[config.mk]
export PLATFORM = sky130hd
export DESIGN_NAME = pipeline_hazard_ctrl
export DESIGN_NICKNAME = d
export VERILOG_FILES = /design/src/rtl/pipeline_hazard_ctrl_pkg.sv /design/src/rtl/pipeline_hazard_ctrl_stall_prop.sv /design/src/rtl/pipeline_hazard_ctrl.sv
export SDC_FILE = /design/constraint.sdc
export NUM_CORES = 1
export LEC_CHECK = 0
export CAP_MARGIN = 20
export CORE_AREA = 2 2 108 110
export CTS_CLUSTER_DIAMETER = 100
export CTS_CLUSTER_SIZE = 20
export DETAILED_ROUTE_END_ITERATION = 10
export DIE_AREA = 0 0 110 112
export SYNTH_ARGS = -nofsm -noshare
export SYNTH_HDL_FRONTEND = slang
export SYNTH_HIERARCHICAL = 1
export SYNTH_SLANG_ARGS = --single-unit
[constraint.sdc]
create_clock -name clk -period 4.2 [get_ports clk]
set_clock_uncertainty 0.1 [all_clocks]
set_input_delay 1.26 -clock clk [delete_from_list [all_inputs] [get_ports clk]]
set_output_delay 1.26 -clock clk [all_outputs]
set_load 0.05 [all_outputs]
[src/rtl/pipeline_hazard_ctrl_pkg.sv]
// Shared definitions for the pipeline hazard controller: FSM encoding,
// stage indices and default flush length.
package pipeline_hazard_ctrl_pkg;

  typedef enum logic [1:0] {
    StIdle  = 2'd0,
    StWait  = 2'd1,
    StFlush = 2'd2
  } hz_state_e;

  localparam int unsigned STG_IF  = 0;
  localparam int unsigned STG_ID  = 1;
  localparam int unsigned STG_EX  = 2;
  localparam int unsigned STG_MEM = 3;
  localparam int unsigned STG_WB  = 4;

  localparam int unsigned FLUSH_CYCLES_DEF = 2;

  // Flush counter is wide enough for FLUSH_CYCLES up to 7.
  localparam int unsigned CNT_W = 3;

endpackage

[src/rtl/pipeline_hazard_ctrl_stall_prop.sv]
// Suffix-OR of per-stage stall requests: a stalled stage holds every younger
// stage behind it. Purely combinational; also used by the debug unit.
module hazard_stall_prop #(
  parameter int unsigned STAGES = 5
) (
  input  logic [STAGES-1:0] stall_req_i,
  output logic [STAGES-1:0] stall_o
);

  // Walk from WB down to IF accumulating any older-stage request.
  always_comb begin
    logic acc;
    acc     = 1'b0;
    stall_o = '0;
    for (int j = int'(STAGES) - 1; j >= 0; j--) begin
      acc        = acc | stall_req_i[j];
      stall_o[j] = acc;
    end
  end

endmodule

[src/rtl/pipeline_hazard_ctrl.sv]
// Central stall/flush controller for the 5-stage core.
// Optional performance counters are enabled with PIPE_HAZARD_PERF_EN.
// Exception/ERET entry asserts a full flush in the accepting cycle (Mealy) and
// then holds it in FLUSH so the delayed paths in the delivery registers settle.
module pipeline_hazard_ctrl
  import pipeline_hazard_ctrl_pkg::*;
#(
  parameter int unsigned STAGES       = 5,
  parameter int unsigned FLUSH_CYCLES = FLUSH_CYCLES_DEF,
  parameter int unsigned ADDR_W       = 32
) (
  input  logic              clk,
  input  logic              rst,
  input  logic [STAGES-1:0] stall_req,
  input  logic              exc_req,
  input  logic [ADDR_W-1:0] exc_vector,
  input  logic              eret_req,
  input  logic [ADDR_W-1:0] epc,
  input  logic              br_redirect,
  input  logic [ADDR_W-1:0] br_target,
  output logic [STAGES-1:0] stall,
  output logic [STAGES-1:0] flush,
  output logic              redirect_valid,
  output logic [ADDR_W-1:0] redirect_pc,
  output logic              busy
`ifdef PIPE_HAZARD_PERF_EN
  ,
  output logic [31:0]       perf_stall_cnt,
  output logic [31:0]       perf_flush_cnt,
  output logic [31:0]       perf_redirect_cnt
`endif
);

  // EX index and the stages younger than EX that a branch redirect flushes.
  localparam int unsigned       ExIdx     = STAGES - 3;
  localparam logic [STAGES-1:0] AllOnes   = '1;
  localparam logic [STAGES-1:0] FrontMask = STAGES'((1 << ExIdx) - 1);
  localparam logic [CNT_W-1:0]  CntLoad   = CNT_W'(FLUSH_CYCLES - 1);

  hz_state_e         state_q, state_d;
  logic [ADDR_W-1:0] pc_q, pc_d;
  logic [CNT_W-1:0]  cnt_q, cnt_d;

  logic [STAGES-1:0] stall_prop;
  logic              evt;
  logic              memwb_busy;
  logic [ADDR_W-1:0] evt_pc;
  logic              enter_flush;
  logic              br_take;
  logic [STAGES-1:0] stall_raw;

  hazard_stall_prop #(
    .STAGES (STAGES)
  ) u_stall_prop (
    .stall_req_i (stall_req),
    .stall_o     (stall_prop)
  );

  assign evt        = exc_req | eret_req;
  assign memwb_busy = |stall_req[STAGES-1:STAGES-2];
  // Exception wins over ERET when both commit together.
  assign evt_pc     = exc_req ? exc_vector : epc;

  // State, latched redirect PC and flush counter.
  always_ff @(posedge clk) begin
    if (rst) begin
      state_q <= StIdle;
      pc_q    <= '0;
      cnt_q   <= '0;
    end else begin
      state_q <= state_d;
      pc_q    <= pc_d;
      cnt_q   <= cnt_d;
    end
  end

  // Next-state logic; also flags flush entry and accepted branch redirects.
  always_comb begin
    state_d     = state_q;
    pc_d        = pc_q;
    cnt_d       = cnt_q;
    enter_flush = 1'b0;
    br_take     = 1'b0;
    unique case (state_q)
      StIdle: begin
        if (evt) begin
          pc_d = evt_pc;
          if (!memwb_busy) begin
            state_d     = StFlush;
            cnt_d       = CntLoad;
            enter_flush = 1'b1;
          end else begin
            state_d = StWait;
          end
        end else if (br_redirect && !stall_prop[ExIdx]) begin
          br_take = 1'b1;
        end
      end
      StWait: begin
        if (!memwb_busy) begin
          state_d     = StFlush;
          cnt_d       = CntLoad;
          enter_flush = 1'b1;
        end
      end
      StFlush: begin
        // The entry cycle already flushed, so leave once the count is spent.
        if (cnt_q <= CNT_W'(1)) begin
          state_d = StIdle;
          cnt_d   = '0;
        end else begin
          cnt_d = cnt_q - CNT_W'(1);
        end
      end
      default: begin
        state_d = StIdle;
      end
    endcase
  end

  // Output decode; combinational outputs are held low while in reset.
  always_comb begin
    stall_raw      = '0;
    flush          = '0;
    redirect_valid = 1'b0;
    redirect_pc    = '0;
    if (!rst) begin
      redirect_pc = pc_q;
      unique case (state_q)
        StIdle: begin
          stall_raw = stall_prop;
          if (enter_flush) begin
            flush          = AllOnes;
            redirect_valid = 1'b1;
            redirect_pc    = evt_pc;
          end else if (br_take) begin
            flush          = FrontMask;
            redirect_valid = 1'b1;
            redirect_pc    = br_target;
          end
        end
        StWait: begin
          stall_raw = AllOnes;
          if (enter_flush) begin
            flush          = AllOnes;
            redirect_valid = 1'b1;
          end
        end
        StFlush: begin
          flush = AllOnes;
        end
        default: begin
          flush = '0;
        end
      endcase
    end
    // Flush overrides stall on the same stage.
    stall = stall_raw & ~flush;
  end

  assign busy = (state_q != StIdle);

`ifdef PIPE_HAZARD_PERF_EN
  logic [31:0] perf_stall_q, perf_stall_d;
  logic [31:0] perf_flush_q, perf_flush_d;
  logic [31:0] perf_redir_q, perf_redir_d;

  // Free-running event counters, wrapping at 2^32.
  always_comb begin
    perf_stall_d = perf_stall_q + 32'(stall[0]);
    perf_flush_d = perf_flush_q + 32'(enter_flush);
    perf_redir_d = perf_redir_q + 32'(br_take);
  end

  // Performance counter registers.
  always_ff @(posedge clk) begin
    if (rst) begin
      perf_stall_q <= '0;
      perf_flush_q <= '0;
      perf_redir_q <= '0;
    end else begin
      perf_stall_q <= perf_stall_d;
      perf_flush_q <= perf_flush_d;
      perf_redir_q <= perf_redir_d;
    end
  end

  assign perf_stall_cnt    = perf_stall_q;
  assign perf_flush_cnt    = perf_flush_q;
  assign perf_redirect_cnt = perf_redir_q;
`else
  // Performance counters not built.
`endif

endmodule

---- Yosys cells after proc, flatten, opt, wreduce, memory -nomap -nowiden ----
Index checks and enable logic that the tools add are counted.
storage, ports and cells
  register bits after elaboration ......... 37
  input bits .............................. 106
  output and inout port bits .............. 44
  logic and storage cells ................. 58
cells by class
  add/subtract/negate cells ............... 1
  $lt $le $gt $ge ......................... 1
  eq/ne operators ......................... 5
  mux-type cells .......................... 32
  bitwise operators ....................... 7
  reductions and logical operators ........ 9
operators with widths
  cell                                                            count
  2-to-1 mux 32 bit                                               5
  2-to-1 mux 5 bit                                                4
  case mux 5 bit (3 select lines)                                 1
  2-to-1 mux 2 bit                                                5
  case mux 5 bit (2 select lines)                                 1
  2-to-1 mux 1 bit                                                9
  2-to-1 mux 3 bit                                                3
  case mux 3 bit (3 select lines)                                 1
  inequality test 2 bit, second input constant                    3
  case mux 2 bit (3 select lines)                                 1
  bitwise AND 5 bit                                               1
  NOT 5 bit                                                       1
  bitwise OR 1 bit                                                5
  case mux 1 bit (2 select lines)                                 2
  AND reduction 2 bit                                             2
  less-or-equal comparator 3 x 1 -> 1 bit, second input constant  1
  AND reduction 3 bit                                             1
  nonzero test 3 bit                                              1
  subtractor 3 x 1 -> 3 bit, second input constant                1
  equality test 2 x 1 -> 1 bit, second input constant             1
  equality test 2 bit, second input constant                      1
  logical NOT 2 bit                                               1
  nonzero test 2 bit                                              1
  OR reduction 2 bit                                              1
  other kinds (2)                                                 2

---- Depth between registers and ports, before layout ----
  word-level depth ........................ 13
  mapped depth ............................ 7
  mapped depth without buffers ............ 5

---- Cells and area by module ----
Netlist, hierarchy kept.
modules (own cells, without submodules)
  module                instances  cells each  area each (µm²)  seq. area each (µm²)
  pipeline_hazard_ctrl  1          310         2687.6           740.7
  hazard_stall_prop     1          5           37.5             0.0

---- Worst setup path after synthesis ----
OpenSTA, ideal clock, no wires.
  kind .................................... input -> output
  start ................................... in stall_req[3]
  end ..................................... out redirect_valid
  data arrival time ....................... 3.223 ns
  required time ........................... 2.840 ns
  slack ................................... -0.383 ns
  stages on the path ...................... 4
  path buffers ............................ 0
  cell sequence ........................... or3_1 nor4b_4 a211oi_1 nor3b_1
between the ends
  cells in the longest elaborated chain, start to end .. 11
  elaborated cells between the ends (all ways) .. 16
  those cells by class .................... mux (11); bitwise (2); reduce/logical (3)
RTL lines
  item                               RTL line                               text
  from (decl)                        pipeline_hazard_ctrl.sv:14             input logic [STAGES-1:0] stall_req,
  bitwise OR 1 bit (2 in series)     pipeline_hazard_ctrl_stall_prop.sv:16  acc = acc | stall_req_i[j];
  logical NOT 1 bit                  pipeline_hazard_ctrl.sv:95             end else if (br_redirect && !stall_prop[ExIdx]) begin
  logical AND 1 bit                  pipeline_hazard_ctrl.sv:95
  2-to-1 mux 1 bit                   pipeline_hazard_ctrl.sv:95
  2-to-1 mux 1 bit                   pipeline_hazard_ctrl.sv:86             if (evt) begin
  2-to-1 mux 1 bit                   pipeline_hazard_ctrl.sv:84             unique case (state_q)
  2-to-1 mux 1 bit                   pipeline_hazard_ctrl.sv:136            end else if (br_take) begin
  2-to-1 mux 1 bit                   pipeline_hazard_ctrl.sv:132            if (enter_flush) begin
  case mux 1 bit (2 select lines) *  pipeline_hazard_ctrl.sv:129            unique case (state_q)
  2-to-1 mux 1 bit *                 pipeline_hazard_ctrl.sv:127            if (!rst) begin
  to (decl)                          pipeline_hazard_ctrl.sv:23             output logic redirect_valid,
Mark *: on every way between the ends. The rest lies on a longest branch, timed or not.

---- Worst setup path in the final report ----
  start ................................... in stall_req[3]
  end ..................................... out redirect_pc[24]
between the ends
  cells in the longest elaborated chain, start to end .. 11
  elaborated cells between the ends (all ways) .. 15
  those cells by class .................... mux (10); bitwise (2); reduce/logical (3)
RTL lines
  item                            RTL line                               text
  bitwise OR 1 bit (2 in series)  pipeline_hazard_ctrl_stall_prop.sv:16
  named net stall_prop[2]         pipeline_hazard_ctrl.sv:44             logic [STAGES-1:0] stall_prop;
  logical NOT 1 bit               pipeline_hazard_ctrl.sv:95
  logical AND 1 bit               pipeline_hazard_ctrl.sv:95
  2-to-1 mux 1 bit                pipeline_hazard_ctrl.sv:95
  2-to-1 mux 1 bit                pipeline_hazard_ctrl.sv:86
  2-to-1 mux 1 bit                pipeline_hazard_ctrl.sv:84
  2-to-1 mux 32 bit               pipeline_hazard_ctrl.sv:136
  2-to-1 mux 32 bit               pipeline_hazard_ctrl.sv:132
  2-to-1 mux 32 bit               pipeline_hazard_ctrl.sv:129
  2-to-1 mux 32 bit               pipeline_hazard_ctrl.sv:127
  to (decl)                       pipeline_hazard_ctrl.sv:24             output logic [ADDR_W-1:0] redirect_pc,
The timed path passes the listed nets, and every way through them passes these cells.

==> reports/results.tsv <==
metric	value	unit
status	finished with violations	
failing checks	setup timing	
clk sinks	37	
Final Max Slew Viols	0	
switching share of power	34.4	%
hold_buf cts	0	
CP max stage cell	or3_4	
crit path kind	primary input to output pin	
crit end category	output pin	
Static Leak	0.00204	uW
cell area after synthesis	2730	sq um
internal power	988	uW
number of antenna cells inserted	0	
Root Driver	clkbuf_16	
grt ovf	0	
pwr dens	270	nW/um^2
vias in the first global route	3161	
power share of the sequential group	28.1	%
IO buf count	149	
WP data required	2.84	ns
top post-synthesis cells by area	dfxtp_1, mux2_2, nor3_1, mux2i_1, o2bb2ai_1	
sequential share of the synthesized area	27.2	%
top cell type by total area after synthesis	dfxtp_1	
Avg WL per Cell	17.1	microns
Worst Hold Class	flop to flop	
RSZ-0062 raised after global routing	true	
M2 GR Usage	29.8	%
Chip Width	110	microns
Num CTS Buffers	5	
Final Hold Vio Count	0	
total wire length	10.4	mm
CP cell instances	buf_6 > or3_4 > nor4b_4 > a21o_2 > nand3b_4 > buf_12 > o2bb2ai_2 > buf_12	
cell count after placement	597	
Max Freq	0.232	GHz
H-Tree Depth	2	
post-layout instance area	5570	sq um
DRC Markers	0	
Syn-to-layout area delta	104	%
total die area	12300	sq um
io pins	150	
period utilization	103	%
Final Wtd Congestion	0.757	
Core ar.	11200	sq um
worst endpoint data arrival time	2.95	ns
DR iter-0 viols	115	
Filler cells	1015	
GRT Total Usage	17.0	%
top cell type's share of synthesized area	27.2	%
share of layout cells above drive strength 1	35.8	%
CTS tree	yes	
CP delay by family, top	simple AND/OR/NAND/NOR gates	
met3 Use GR	3.75	%
Starting Density	24.4	%
CTS clock-pin slew for the worst setup and hold paths	0.05	ns
EDFF count, synth	0	
Final WS setup	-0.107	ns
post-synth cell types	39	
syn avg cell area	8.65	sq um
Rows	39	
Top Usage Layer GRT	met2	
DR pass1 iterations	4	
final setup fails	32	
most frequent CP cell	buf_12	
Max FO, Critical Path	13	
power share of the clock group	24.4	%
YS warnings	6	
initial antenna violation count	0	
total number of vias	3001	
GR Layer Usage met1	21.1	%
clk_lat worst skew	0.27	ns
Vias/cell	4.92	
cell count after synthesis	315	
buffers and inverters on the worst path	3	
Non-Filler Instances	610	
Setup crit start kind	primary input	
Synth Net Count	422	
Post-synth ARST share	0	%
most common cell after layout, fill and taps aside	clkdlybuf4s50_1	
clock buffer depth	2	
Logic pwr share	47.4	%
Worst slew margin	64.3	%
worst hold slack	0.397	ns
max_cap viols	0	
worst-case vdd ir drop	0.153	mV
Psw	518	uW
#FFs+latches synth	37	
post-route setup TNS	-2.14	ns
slowest stage delay, CP	0.40	ns
commonest cells after routing, fill and taps aside	clkdlybuf4s50_1, nor3_1, buf_12	
R2R setup slack	1.95	ns
die height	112	microns
first-pass GRT wire length	16.5	mm
largest net degree at the start of global routing	34	
Top FF cell, synth	dfxtp_1	
Tmin final	4.31	ns
Post-DRT Antenna Nets	0	
Post-DP Area	4930	sq um
Layout Nets	574	
Worst Tran Pin Value	0.534	ns
DP Wirelength	7.06	mm
-- sequential cells by signal, summed over array words and instances (netlist names) --
register and count:
pc_q 32, cnt_q 3, state_q 2
-- path summary, 6_finish.rpt --
| check | from | end | cells past startpoint |
|---|---|---|---|
| hold / removal | cnt_q[2] | cnt_q[2] | 2 |
| setup / recovery | stall_req[3] | redirect_pc[24] | 8 |
| hold reg to reg | cnt_q[2] | cnt_q[2] | 2 |
| setup reg to reg | state_q[0] | pc_q[16] | 7 |
-- timing repair --
action,in CTS,in global routing
endpoints found under the setup margin,43,34
resized for setup,62,7
cloned,4,0
pin swaps,6,6
buffers inserted,3,1
-- cells in the mapped netlist (2+ instances only) --
cell type  count
nor3_1        68
nor2_1        38
dfxtp_1       37
mux2_2        32
mux2i_1       32
o2bb2ai_1     28
clkbuf_1      10
buf_2          9
a21oi_1        8
buf_6          7
buf_4          6
o2bb2ai_2      4
nand2_1        3
o21ai_0        3
or2_1          3
inv_1          2
nand2b_1       2
nand3_1        2
-- layer usage --
metal	wire, microns	vias to the layer above	part of all wire (%)
met5	0	-	0
met4	73	0	0.70
met3	629	8	6.0
met2	5500	102	53
met1	4250	1428	41
li1	-	1463	-
-- per-stage QoR --
stage | worst slack (ns) | power, uW | util [%]
after floorplan | -0.351 | 756 | -
final | -0.107 | 1510 | 49.9
after CTS | -0.118 | 1510 | 49.3
after global placement | -0.434 | 1060 | 44.1
after global routing | -0.166 | 1570 | 49.9
after detailed placement | -0.482 | 1070 | 44.1
-- power groups by stage --
stage	clock network, uW	logic (uW)	registers (uW)
final	368	715	424
after detailed placement	0	650	419
after floorplan	0	345	411
after CTS	378	709	421
after global placement	0	642	420
after global routing	393	754	428
-- logic make-up after synthesis --
kind of cell	after synthesis	synth area share, %
buffers and inverters	36	8.13
multiplexers	64	25.0
flip-flops	37	27.2
AO/OA/AOI/OAI	48	14.9
AND/OR/NAND/NOR	129	24.4
adder cells (fa/ha/maj)	1	0.459
-- worst min-delay path: cells and delay by family (launching register included) --
kind | cells | cell delay, ns
compound gates | 1 | 0.06
flops | 1 | 0.32
simple gates | 1 | 0.07
-- final cells by class --
| cell class | instances | area, sq um | share of cell area (%) |
|---|---|---|---|
| Timing Repair Buffer | 178 | 2240 | 40.2 |
| Tap cell | 143 | 179 | 3.21 |
| Multi-Input combinational cell | 242 | 2260 | 40.5 |
| Clock buffer | 7 | 143 | 2.56 |
| Inverter | 3 | 11.3 | 0.202 |
| Sequential cell | 37 | 741 | 13.3 |
Note: power is estimated with default switching activity, not from simulation.
